<file path="src/rtl/ddr_pkg.sv">
`default_nettype none
// ============================================================================
// Module      : ddr_pkg
// Description : Shared DDR write-path defaults, pool FSM states and burst decode.
// Revision    : 1.0 - initial release
// ============================================================================
package ddr_pkg;

    localparam int c_depth_default     = 8;
    localparam int c_addr_size_default = 8;
    localparam int c_tid_size_default  = 2;

    typedef enum logic [0:0] {
        IDLE  = 1'b0,
        BURST = 1'b1
    } wpool_state_t;

    // Burst length code to beat count: 0/1/2/3 -> 1/2/4/8 beats.
    function automatic logic [3:0] burst_len(input logic [1:0] code);
        return 4'd1 << code;
    endfunction

endpackage
`default_nettype wire

</file>
<file path="src/rtl/write_cmd_fifo.sv">
`default_nettype none
// ============================================================================
// Module      : write_cmd_fifo
// Description : Circular command store with head read; push on full is legal
//               only together with a pop (the freed slot is reused).
// Revision    : 1.0 - initial release
// ============================================================================
module write_cmd_fifo #(
    parameter int DEPTH     = 8,
    parameter int ADDR_SIZE = 8,
    parameter int TID_SIZE  = 2
) (
    input  logic                     clk,
    input  logic                     rst,
    input  logic                     push,
    input  logic [ADDR_SIZE-1:0]     push_addr,
    input  logic [TID_SIZE-1:0]      push_tid,
    input  logic                     pop,
    output logic                     full,
    output logic                     empty,
    output logic [ADDR_SIZE-1:0]     head_addr,
    output logic [TID_SIZE-1:0]      head_tid,
    output logic [$clog2(DEPTH):0]   count
);

    localparam int c_ptr_w = $clog2(DEPTH);
    localparam int c_cnt_w = $clog2(DEPTH) + 1;

    logic [ADDR_SIZE-1:0] r_addr_mem [DEPTH];
    logic [TID_SIZE-1:0]  r_tid_mem  [DEPTH];
    logic [c_ptr_w-1:0]   r_wr_ptr;
    logic [c_ptr_w-1:0]   r_rd_ptr;
    logic [c_cnt_w-1:0]   r_count;
    logic                 w_pop;
    logic                 w_push;

    assign full      = (r_count == c_cnt_w'(DEPTH));
    assign empty     = (r_count == '0);
    assign w_pop     = pop && !empty;
    assign w_push    = push && (!full || w_pop);
    assign head_addr = r_addr_mem[r_rd_ptr];
    assign head_tid  = r_tid_mem[r_rd_ptr];
    assign count     = r_count;

    always_ff @(posedge clk) begin
        if (w_push) begin
            r_addr_mem[r_wr_ptr] <= push_addr;
            r_tid_mem[r_wr_ptr]  <= push_tid;
        end
    end

    // DEPTH is a power of two, so pointer overflow is the modulo wrap.
    always_ff @(posedge clk) begin
        if (rst) begin
            r_wr_ptr <= '0;
            r_rd_ptr <= '0;
            r_count  <= '0;
        end else begin
            if (w_push) r_wr_ptr <= r_wr_ptr + c_ptr_w'(1);
            if (w_pop)  r_rd_ptr <= r_rd_ptr + c_ptr_w'(1);
            case ({w_push, w_pop})
                2'b10:   r_count <= r_count + c_cnt_w'(1);
                2'b01:   r_count <= r_count - c_cnt_w'(1);
                default: r_count <= r_count;
            endcase
        end
    end

endmodule
`default_nettype wire

</file>
<file path="src/rtl/write_command_pool.sv">
`default_nettype none
// ============================================================================
// Module      : write_command_pool
// Description : Write command pool: queues write commands and expands the head
//               into a burst of beats, blocking issue on read-pool hazards.
// Revision    : 1.0 - initial release
// ============================================================================
module write_command_pool
    import ddr_pkg::*;
#(
    parameter int DEPTH     = c_depth_default,
    parameter int ADDR_SIZE = c_addr_size_default,
    parameter int TID_SIZE  = c_tid_size_default
) (
    input  logic                   clk,
    input  logic                   rst,
    input  logic                   wstrobe,
    input  logic [ADDR_SIZE-1:0]   waddr_in,
    input  logic [TID_SIZE-1:0]    wtid_in,
    input  logic [1:0]             burst_size,
    input  logic                   issue,
    input  logic                   busy,
    input  logic                   rvalid,
    input  logic [ADDR_SIZE-1:0]   raddr,
    input  logic [TID_SIZE-1:0]    rtid,
    output logic                   wready,
    output logic [ADDR_SIZE-1:0]   waddr,
    output logic [TID_SIZE-1:0]    wtid,
    output logic                   wbeat_valid,
    output logic                   wlast,
    output logic                   werr,
    output logic [$clog2(DEPTH):0] count
);

    wpool_state_t         r_state;
    wpool_state_t         w_next_state;
    logic [2:0]           r_beat;
    logic [3:0]           r_len;
    logic                 r_werr;

    logic                 w_full;
    logic                 w_empty;
    logic [ADDR_SIZE-1:0] w_head_addr;
    logic [TID_SIZE-1:0]  w_head_tid;
    logic [$clog2(DEPTH):0] w_count;
    logic                 w_push;
    logic                 w_pop;
    logic                 w_hazard;
    logic                 w_is_last;
    logic                 w_start;
    logic                 w_wready;
    logic                 w_beat_valid;
    logic                 w_last;
    logic [ADDR_SIZE-1:0] w_addr;

    write_cmd_fifo #(
        .DEPTH     (DEPTH),
        .ADDR_SIZE (ADDR_SIZE),
        .TID_SIZE  (TID_SIZE)
    ) u_fifo (
        .clk       (clk),
        .rst       (rst),
        .push      (w_push),
        .push_addr (waddr_in),
        .push_tid  (wtid_in),
        .pop       (w_pop),
        .full      (w_full),
        .empty     (w_empty),
        .head_addr (w_head_addr),
        .head_tid  (w_head_tid),
        .count     (w_count)
    );

    // A read from another ID inside the same burst-aligned block blocks issue.
    assign w_hazard  = rvalid
                     && ((raddr >> burst_size) == (w_head_addr >> burst_size))
                     && (rtid != w_head_tid);
    assign w_is_last = ({1'b0, r_beat} == (r_len - 4'd1));

    always_comb begin
        w_next_state = r_state;
        w_wready     = 1'b0;
        w_beat_valid = 1'b0;
        w_last       = 1'b0;
        w_start      = 1'b0;
        w_addr       = w_empty ? '0 : w_head_addr;
        case (r_state)
            IDLE: begin
                w_wready = !w_empty && !w_hazard;
                if (issue && w_wready) begin
                    w_start      = 1'b1;
                    w_next_state = BURST;
                end
            end
            BURST: begin
                w_beat_valid = !busy;
                w_last       = w_is_last && !busy;
                w_addr       = w_head_addr + ADDR_SIZE'(r_beat);
                if (w_last) w_next_state = IDLE;
            end
            default: w_next_state = IDLE;
        endcase
    end

    // Final beat frees the head slot, so a push on a full pool is accepted then.
    assign w_pop  = w_last;
    assign w_push = wstrobe && (!w_full || w_pop);

    always_ff @(posedge clk) begin
        if (rst) begin
            r_state <= IDLE;
            r_beat  <= '0;
            r_len   <= '0;
            r_werr  <= 1'b0;
        end else begin
            r_state <= w_next_state;
            r_werr  <= wstrobe && !w_push;
            if (w_start) begin
                r_beat <= '0;
                r_len  <= burst_len(burst_size);
            end else if (r_state == BURST && !busy && !w_is_last) begin
                r_beat <= r_beat + 3'd1;
            end
        end
    end

    assign wready      = w_wready && !rst;
    assign wbeat_valid = w_beat_valid && !rst;
    assign wlast       = w_last && !rst;
    assign werr        = r_werr && !rst;
    assign waddr       = rst ? '0 : w_addr;
    assign wtid        = (rst || w_empty) ? '0 : w_head_tid;
    assign count       = rst ? '0 : w_count;

endmodule
`default_nettype wire

</file>
<file path="config.mk">
export PLATFORM = sky130hd
export DESIGN_NAME = write_command_pool
export DESIGN_NICKNAME = d
export VERILOG_FILES = /design/src/rtl/ddr_pkg.sv /design/src/rtl/write_cmd_fifo.sv /design/src/rtl/write_command_pool.sv
export SDC_FILE = /design/constraint.sdc
export NUM_CORES = 1
export LEC_CHECK = 0
export CAP_MARGIN = 20
export CORE_UTILIZATION = 57
export CTS_CLUSTER_DIAMETER = 80
export DETAILED_ROUTE_END_ITERATION = 7
export PLACE_DENSITY = 0.82
export SYNTH_ARGS = -nofsm -noshare
export SYNTH_HDL_FRONTEND = slang
export SYNTH_HIERARCHICAL = 1
export SYNTH_SLANG_ARGS = --single-unit
export TNS_END_PERCENT = 10
</file>
<file path="constraint.sdc">
create_clock -name clk -period 4.9 [get_ports clk]
set_input_delay 0.98 -clock clk [delete_from_list [all_inputs] [get_ports clk]]
set_output_delay 0.98 -clock clk [all_outputs]
set_load 0.1 [all_outputs]
</file>
==> metrics.yaml, run 1 <==
outcome: "finished clean"
dieWidth_um: 94.1
max_cap_violations: 0
io_pins: 46
drive_gt1_frac: 0.225
drt_first_pass_iters: 4
ys_ff_latch: 102
dpl.cell_count: 489
clk_latency_ns: 0.37
grt_remaining_overflow: 0
drv_slew: 0
crit_fanout: 11
irDropWorstVdd_mv: 0.247
grt_pass1_wl_um: 14900
globalplace.congestion: 0.828
cp-end-kind: "output port"
antenna_cells: 0
drt_first_iter_violations: 148
grt_usage: 0.229
async_flop_share: 0
max_slew.worst_pin.slew_ns: 1.00
coreArea_sq_um: 8220
syn2layout_area_growth_pct: 18.5
max_freq_mhz: 219
grt_max_degree: 25
grt_pass1_vias: 2954
htree_num_levels: 3
clkSlewWorstSetupHoldPaths_ns: 0.10
period_share: 0.933
viasPerCell: 5.98
crit_buf_inv: 1
critical_path_required_ns: 3.92
worstPathArrival_ns: 3.59
critPathKind: "reg2out"
cts_setup_buffers: 0
fin_total_pwr_mw: 1.84
wl_per_cell_um: 18.4
synth_top_area_cell: "edfxtp_1"
ys_types: 55
synth_area_leaders: "edfxtp_1 50%, mux4_2 10%, dfxtp_1 9.1%, mux2_2 2.8%, ha_1 2.3%"
nNetsFinal: 434
hpwl_um: 6460
synth_edf_count: 80
fin_cells: 505
vias: 3021
yosysMostFrequentCell: "edfxtp_1"
drtAntennaViolNets: 0
crit_family: "multiplexers"
cp_common_cell: "mux2_2"
holdBufCountCts: 0
synth_top_area_share: 0.497
synth_seq_area_share: 0.588
clock_path_buffers: 2
core.rowCount: 33
p_leak_nw: 1.95
startpoint_type: "register"
start_util: 0.589
antenna_found_initial: 0
grt_setup_unrepaired: "false"
worst_hold_path_type: "reg2reg"
nFillCells: 535
relSlewSlack: 0.328
die_h_um: 94.1
critPathMaxStageDelay_ns: 0.77
clock_sinks: 102
cts_tree: "done"
drt_wl_total_um: 9300
hold_viol: 0
fin_crit_ns: 4.57
cts-resized-gates: 0
drc: 0
clock_skew_ns: 0.0104
cts_inserted_buffers: 9
syn_area_sq_um: 4840
synth_common_cells: "80 x edfxtp_1, 27 x nor2_1, 22 x dfxtp_1, 22 x mux4_2, 13 x nand2_1"
root_buffer: "clkbuf_8"
crit_slowest_cell: "dfxtp_1"
power.density_nw_per_um2: 322
finalSetupViolations: 0
syn_area_per_cell_sq_um: 14.2
dieArea_sq_um: 8860
synthCells: 341
synth_warnings: 6
cp_cell_sequence: "mux4_2 -> mux2_2 -> ha_1 -> a21o_1 -> a21oi_1 -> nor3b_1 -> mux2_2 -> nor2_1 -> buf_12"
synth_nets: 380
fin_setup_tns_ns: 0
synth_ff_type: "edfxtp_1"
numPortBuffers: 45
cell families after synthesis:
kind of cell / share of synthesized area
simple gates: 0.103
compound gates: 0.0758
fa+ha+maj: 0.0316
mux: 0.137
flops: 0.588
xor+xnor: 0.0380
buf+inv: 0.0269
where the power goes:
part	switching (mW)	leakage (nW)	internal, mW	total, mW
Combinational	0.198	0.935	0.119	0.316
Clock	0.337	0.107	0.211	0.548
Sequential	0.0204	0.905	0.957	0.978
Total	0.555	1.95	1.29	1.84
stage by stage:
stage                     utilization  cell area, sq um  hold slack [ns]  setup WS (ns)
after global placement          0.672              5520            0.499          0.750
after detailed placement        0.672              5520            0.518          0.672
after global routing            0.697              5730            0.558         0.0744
after floorplan                     -              4850            0.473         0.0771
after CTS                       0.697              5730            0.534          0.240
final                           0.697              5730            0.534          0.328
metal layers:
| metal | up-vias | routed length, um | GRT usage |
|---|---|---|---|
| met1 | 1499 | 3960 | 0.298 |
| li1 | 1413 | - | - |
| met2 | 101 | 4680 | 0.384 |
| met5 | - | 0 | 0 |
| met3 | 8 | 571 | 0.0550 |
| met4 | 0 | 85 | 0.0654 |
cell type report:
| class | count | area, sq um | share of cell area |
|---|---|---|---|
| clock buffer | 9 | 124 | 0.0216 |
| clock inverter | 7 | 88.8 | 0.0155 |
| inverter | 13 | 48.8 | 0.00852 |
| multi-input combinational | 210 | 1880 | 0.329 |
| sequential | 102 | 2840 | 0.496 |
| tap | 105 | 131 | 0.0229 |
| timing repair buffer | 59 | 611 | 0.107 |
placed cells by master (no fill, tap or decap), drive strengths merged, types with 3 or more instances in the layout:
| master | n |
|---|---|
| dfxtp | 22 |
| ha | 9 |
| and2 | 3 |
| a22oi | 3 |
| nand2 | 13 |
| edfxtp | 80 |
| or4 | 5 |
| o21ai | 7 |
| a211oi | 5 |
| a31oi | 3 |
| nor2b | 7 |
| nor2 | 27 |
| xor2 | 10 |
| nand2b | 7 |
| mux4 | 22 |
| inv | 18 |
| xnor2 | 11 |
| nand3b | 3 |
| clkbuf | 9 |
| or3 | 3 |
| o211ai | 4 |
| nor3b | 6 |
| clkdlybuf4s50 | 27 |
| a21oi | 6 |
| nor3 | 8 |
| buf | 32 |
| a21o | 3 |
| mux2i | 3 |
| nand3 | 3 |
| mux2 | 12 |
worst reg2reg max path: cells and delay by family (launching register included):
kind	cells	cell delay, ns
adder cells (fa/ha/maj)	2	0.51
AND/OR/NAND/NOR	4	1.47
AO/OA/AOI/OAI	5	0.99
flip-flops	1	0.38
XOR/XNOR	1	0.16
buffers and inverters	2	0.12
flip-flops by register name (all words and copies together) (netlist names), named ones only:
name,cells
r_state,1
u_fifo/r_tid_mem,16
u_fifo/r_addr_mem,64
u_fifo/count,4
u_fifo/r_rd_ptr,3
u_fifo/r_wr_ptr,3
r_beat,3
r_werr,1
r_len,4
worst paths after layout:
| path | depth (start not counted) | slack [ns] | startpoint | to |
|---|---|---|---|---|
| worst max-delay path | 9 | 0.33 | register | waddr[5] |
| worst min-delay path | 2 | 0.53 | r_len[2] | r_len[2] |
| worst max register to register | 14 | 1.21 | r_len[0] | u_fifo/count[3] |
| worst min register to register | 2 | 0.53 | r_len[2] | r_len[2] |
Note: power is estimated with default switching activity, not from simulation.
==> run 2, diff against run 1 <==
--- a/config.mk
+++ b/config.mk
@@ -6,10 +6,10 @@
 export NUM_CORES = 1
 export LEC_CHECK = 0
 export CAP_MARGIN = 20
-export CORE_UTILIZATION = 57
+export CORE_UTILIZATION = 50
 export CTS_CLUSTER_DIAMETER = 80
 export DETAILED_ROUTE_END_ITERATION = 7
-export PLACE_DENSITY = 0.82
+export PLACE_DENSITY = 0.74
 export SYNTH_ARGS = -nofsm -noshare
 export SYNTH_HDL_FRONTEND = slang
 export SYNTH_HIERARCHICAL = 1
==> metrics.yaml, run 2 (same netlist as run 1, synthesis figures left out) <==
top_regs: "u_fifo/r_addr_mem (64), u_fifo/r_tid_mem (16)"
irDropWorstVdd_mv: 0.205
drt_first_iter_violations: 117
wl_per_cell_um: 17.7
grt_pass1_vias: 2963
critPathKind: "reg2out"
outcome: "finished clean"
relSlewSlack: 0.503
fin_crit_ns: 4.44
coreArea_sq_um: 9280
grt_setup_unrepaired: "false"
clock_skew_ns: 0.0104
drive_gt1_frac: 0.223
globalplace.congestion: 0.803
stdcell_area_sq_um: 5750
cp-end-kind: "output port"
regMostFlops: "u_fifo/r_addr_mem"
max_cap_violations: 0
p_leak_nw: 1.94
grt_remaining_overflow: 0
grt_usage: 0.201
seq_area_sq_um: 2840
holdBufCountCts: 0
cts_inserted_buffers: 9
core.rowCount: 35
crit_fanout: 15
numPortBuffers: 45
vias: 2954
clock_path_buffers: 2
antenna_cells: 0
antenna_found_initial: 0
nNetsFinal: 434
drv_slew: 0
dieArea_sq_um: 10100
drtAntennaViolNets: 0
root_buffer: "clkbuf_8"
syn2layout_area_growth_pct: 19.0
cts-resized-gates: 0
io_pins: 46
htree_num_levels: 3
startpoint_type: "register"
period_share: 0.906
multiInputGateArea_sq_um: 1880
largest_reg_flops: 64
power.density_nw_per_um2: 319
clkSlewWorstSetupHoldPaths_ns: 0.10
final_common_cell: "edfxtp_1"
hold_viol: 0
finalSetupViolations: 0
cts_tree: "done"
start_util: 0.521
fin_setup_tns_ns: 0
clk_latency_ns: 0.35
drt_first_pass_iters: 4
grt_max_degree: 19
critical_path_required_ns: 3.92
hpwl_um: 6660
max_freq_mhz: 225
placed_cell_area_sq_um: 5550
clock_sinks: 102
nFillCells: 700
worstPathArrival_ns: 3.46
drc: 0
max_slew.worst_pin.slew_ns: 0.745
final_cell_mix: "80 x edfxtp_1, 27 x nor2_1, 27 x clkdlybuf4s50_1"
grt_pass1_wl_um: 15200
worst_hold_path_type: "reg2reg"
drt_wl_total_um: 9390
cts_setup_buffers: 0
die_h_um: 100
viasPerCell: 5.58
dieWidth_um: 100
==> run 2: cell types whose count changed in the layout (fill, tap and decap cells not counted), sizes merged <==
cell / delta
clkinvlp: +1
clkinv: +1
bufinv: +1
inv: -3
==> run 2: area by class of cell <==
type / instances / area share
clock buffer: 9 / 0.0215
clock inverter: 7 / 0.0141
inverter: 13 / 0.00848
multi-input combinational: 210 / 0.328
sequential: 102 / 0.494
tap: 129 / 0.0281
timing repair buffer: 59 / 0.106
==> run 2: path summary, 6_finish.rpt <==
check | start | to | slack [ns] | cells past startpoint
max reg2reg | r_len[0] | u_fifo/count[3] | 1.26 | 14
max | register | wready | 0.46 | 9
min | r_len[2] | r_len[2] | 0.52 | 2
min reg2reg | r_len[2] | r_len[2] | 0.52 | 2
==> run 2: report_power, final <==
group          switching, mW  internal [mW]
clock                  0.294          0.243
sequential            0.0202          0.957
combinational          0.197          0.122
==> run 2: critical path: stages, from the launching register on <==
cell and delay (ns):
dfxtp_1 0.81, buf_4 0.28, mux4_2 0.30, mux2_2 0.33
xnor2_1 0.32, a22oi_1 0.11, a211o_1 0.38, nor3_1 0.30
nor4_4 0.07, buf_12 0.20
==> run 2: layer usage <==
layer	part of all wire	GRT usage	vias to the layer above
li1	-	-	1413
met1	0.45	0.269	1471
met2	0.50	0.344	63
met3	0.044	0.0348	7
met4	0.0088	0.0468	0
met5	0	0	-
==> run 2: metrics by stage <==
stage | power, mW | util | setup slack [ns] | hold slack, ns | std cells
2_1_floorplan | 1.21 | - | 0.0771 | 0.473 | 341
3_3_place_gp | 1.31 | 0.598 | 0.826 | 0.495 | 513
3_5_place_dp | 1.32 | 0.598 | 0.777 | 0.502 | 513
4_1_cts | 1.85 | 0.620 | 0.413 | 0.516 | 529
5_1_grt | 1.90 | 0.620 | 0.252 | 0.538 | 529
6_report | 1.83 | 0.620 | 0.459 | 0.516 | 529
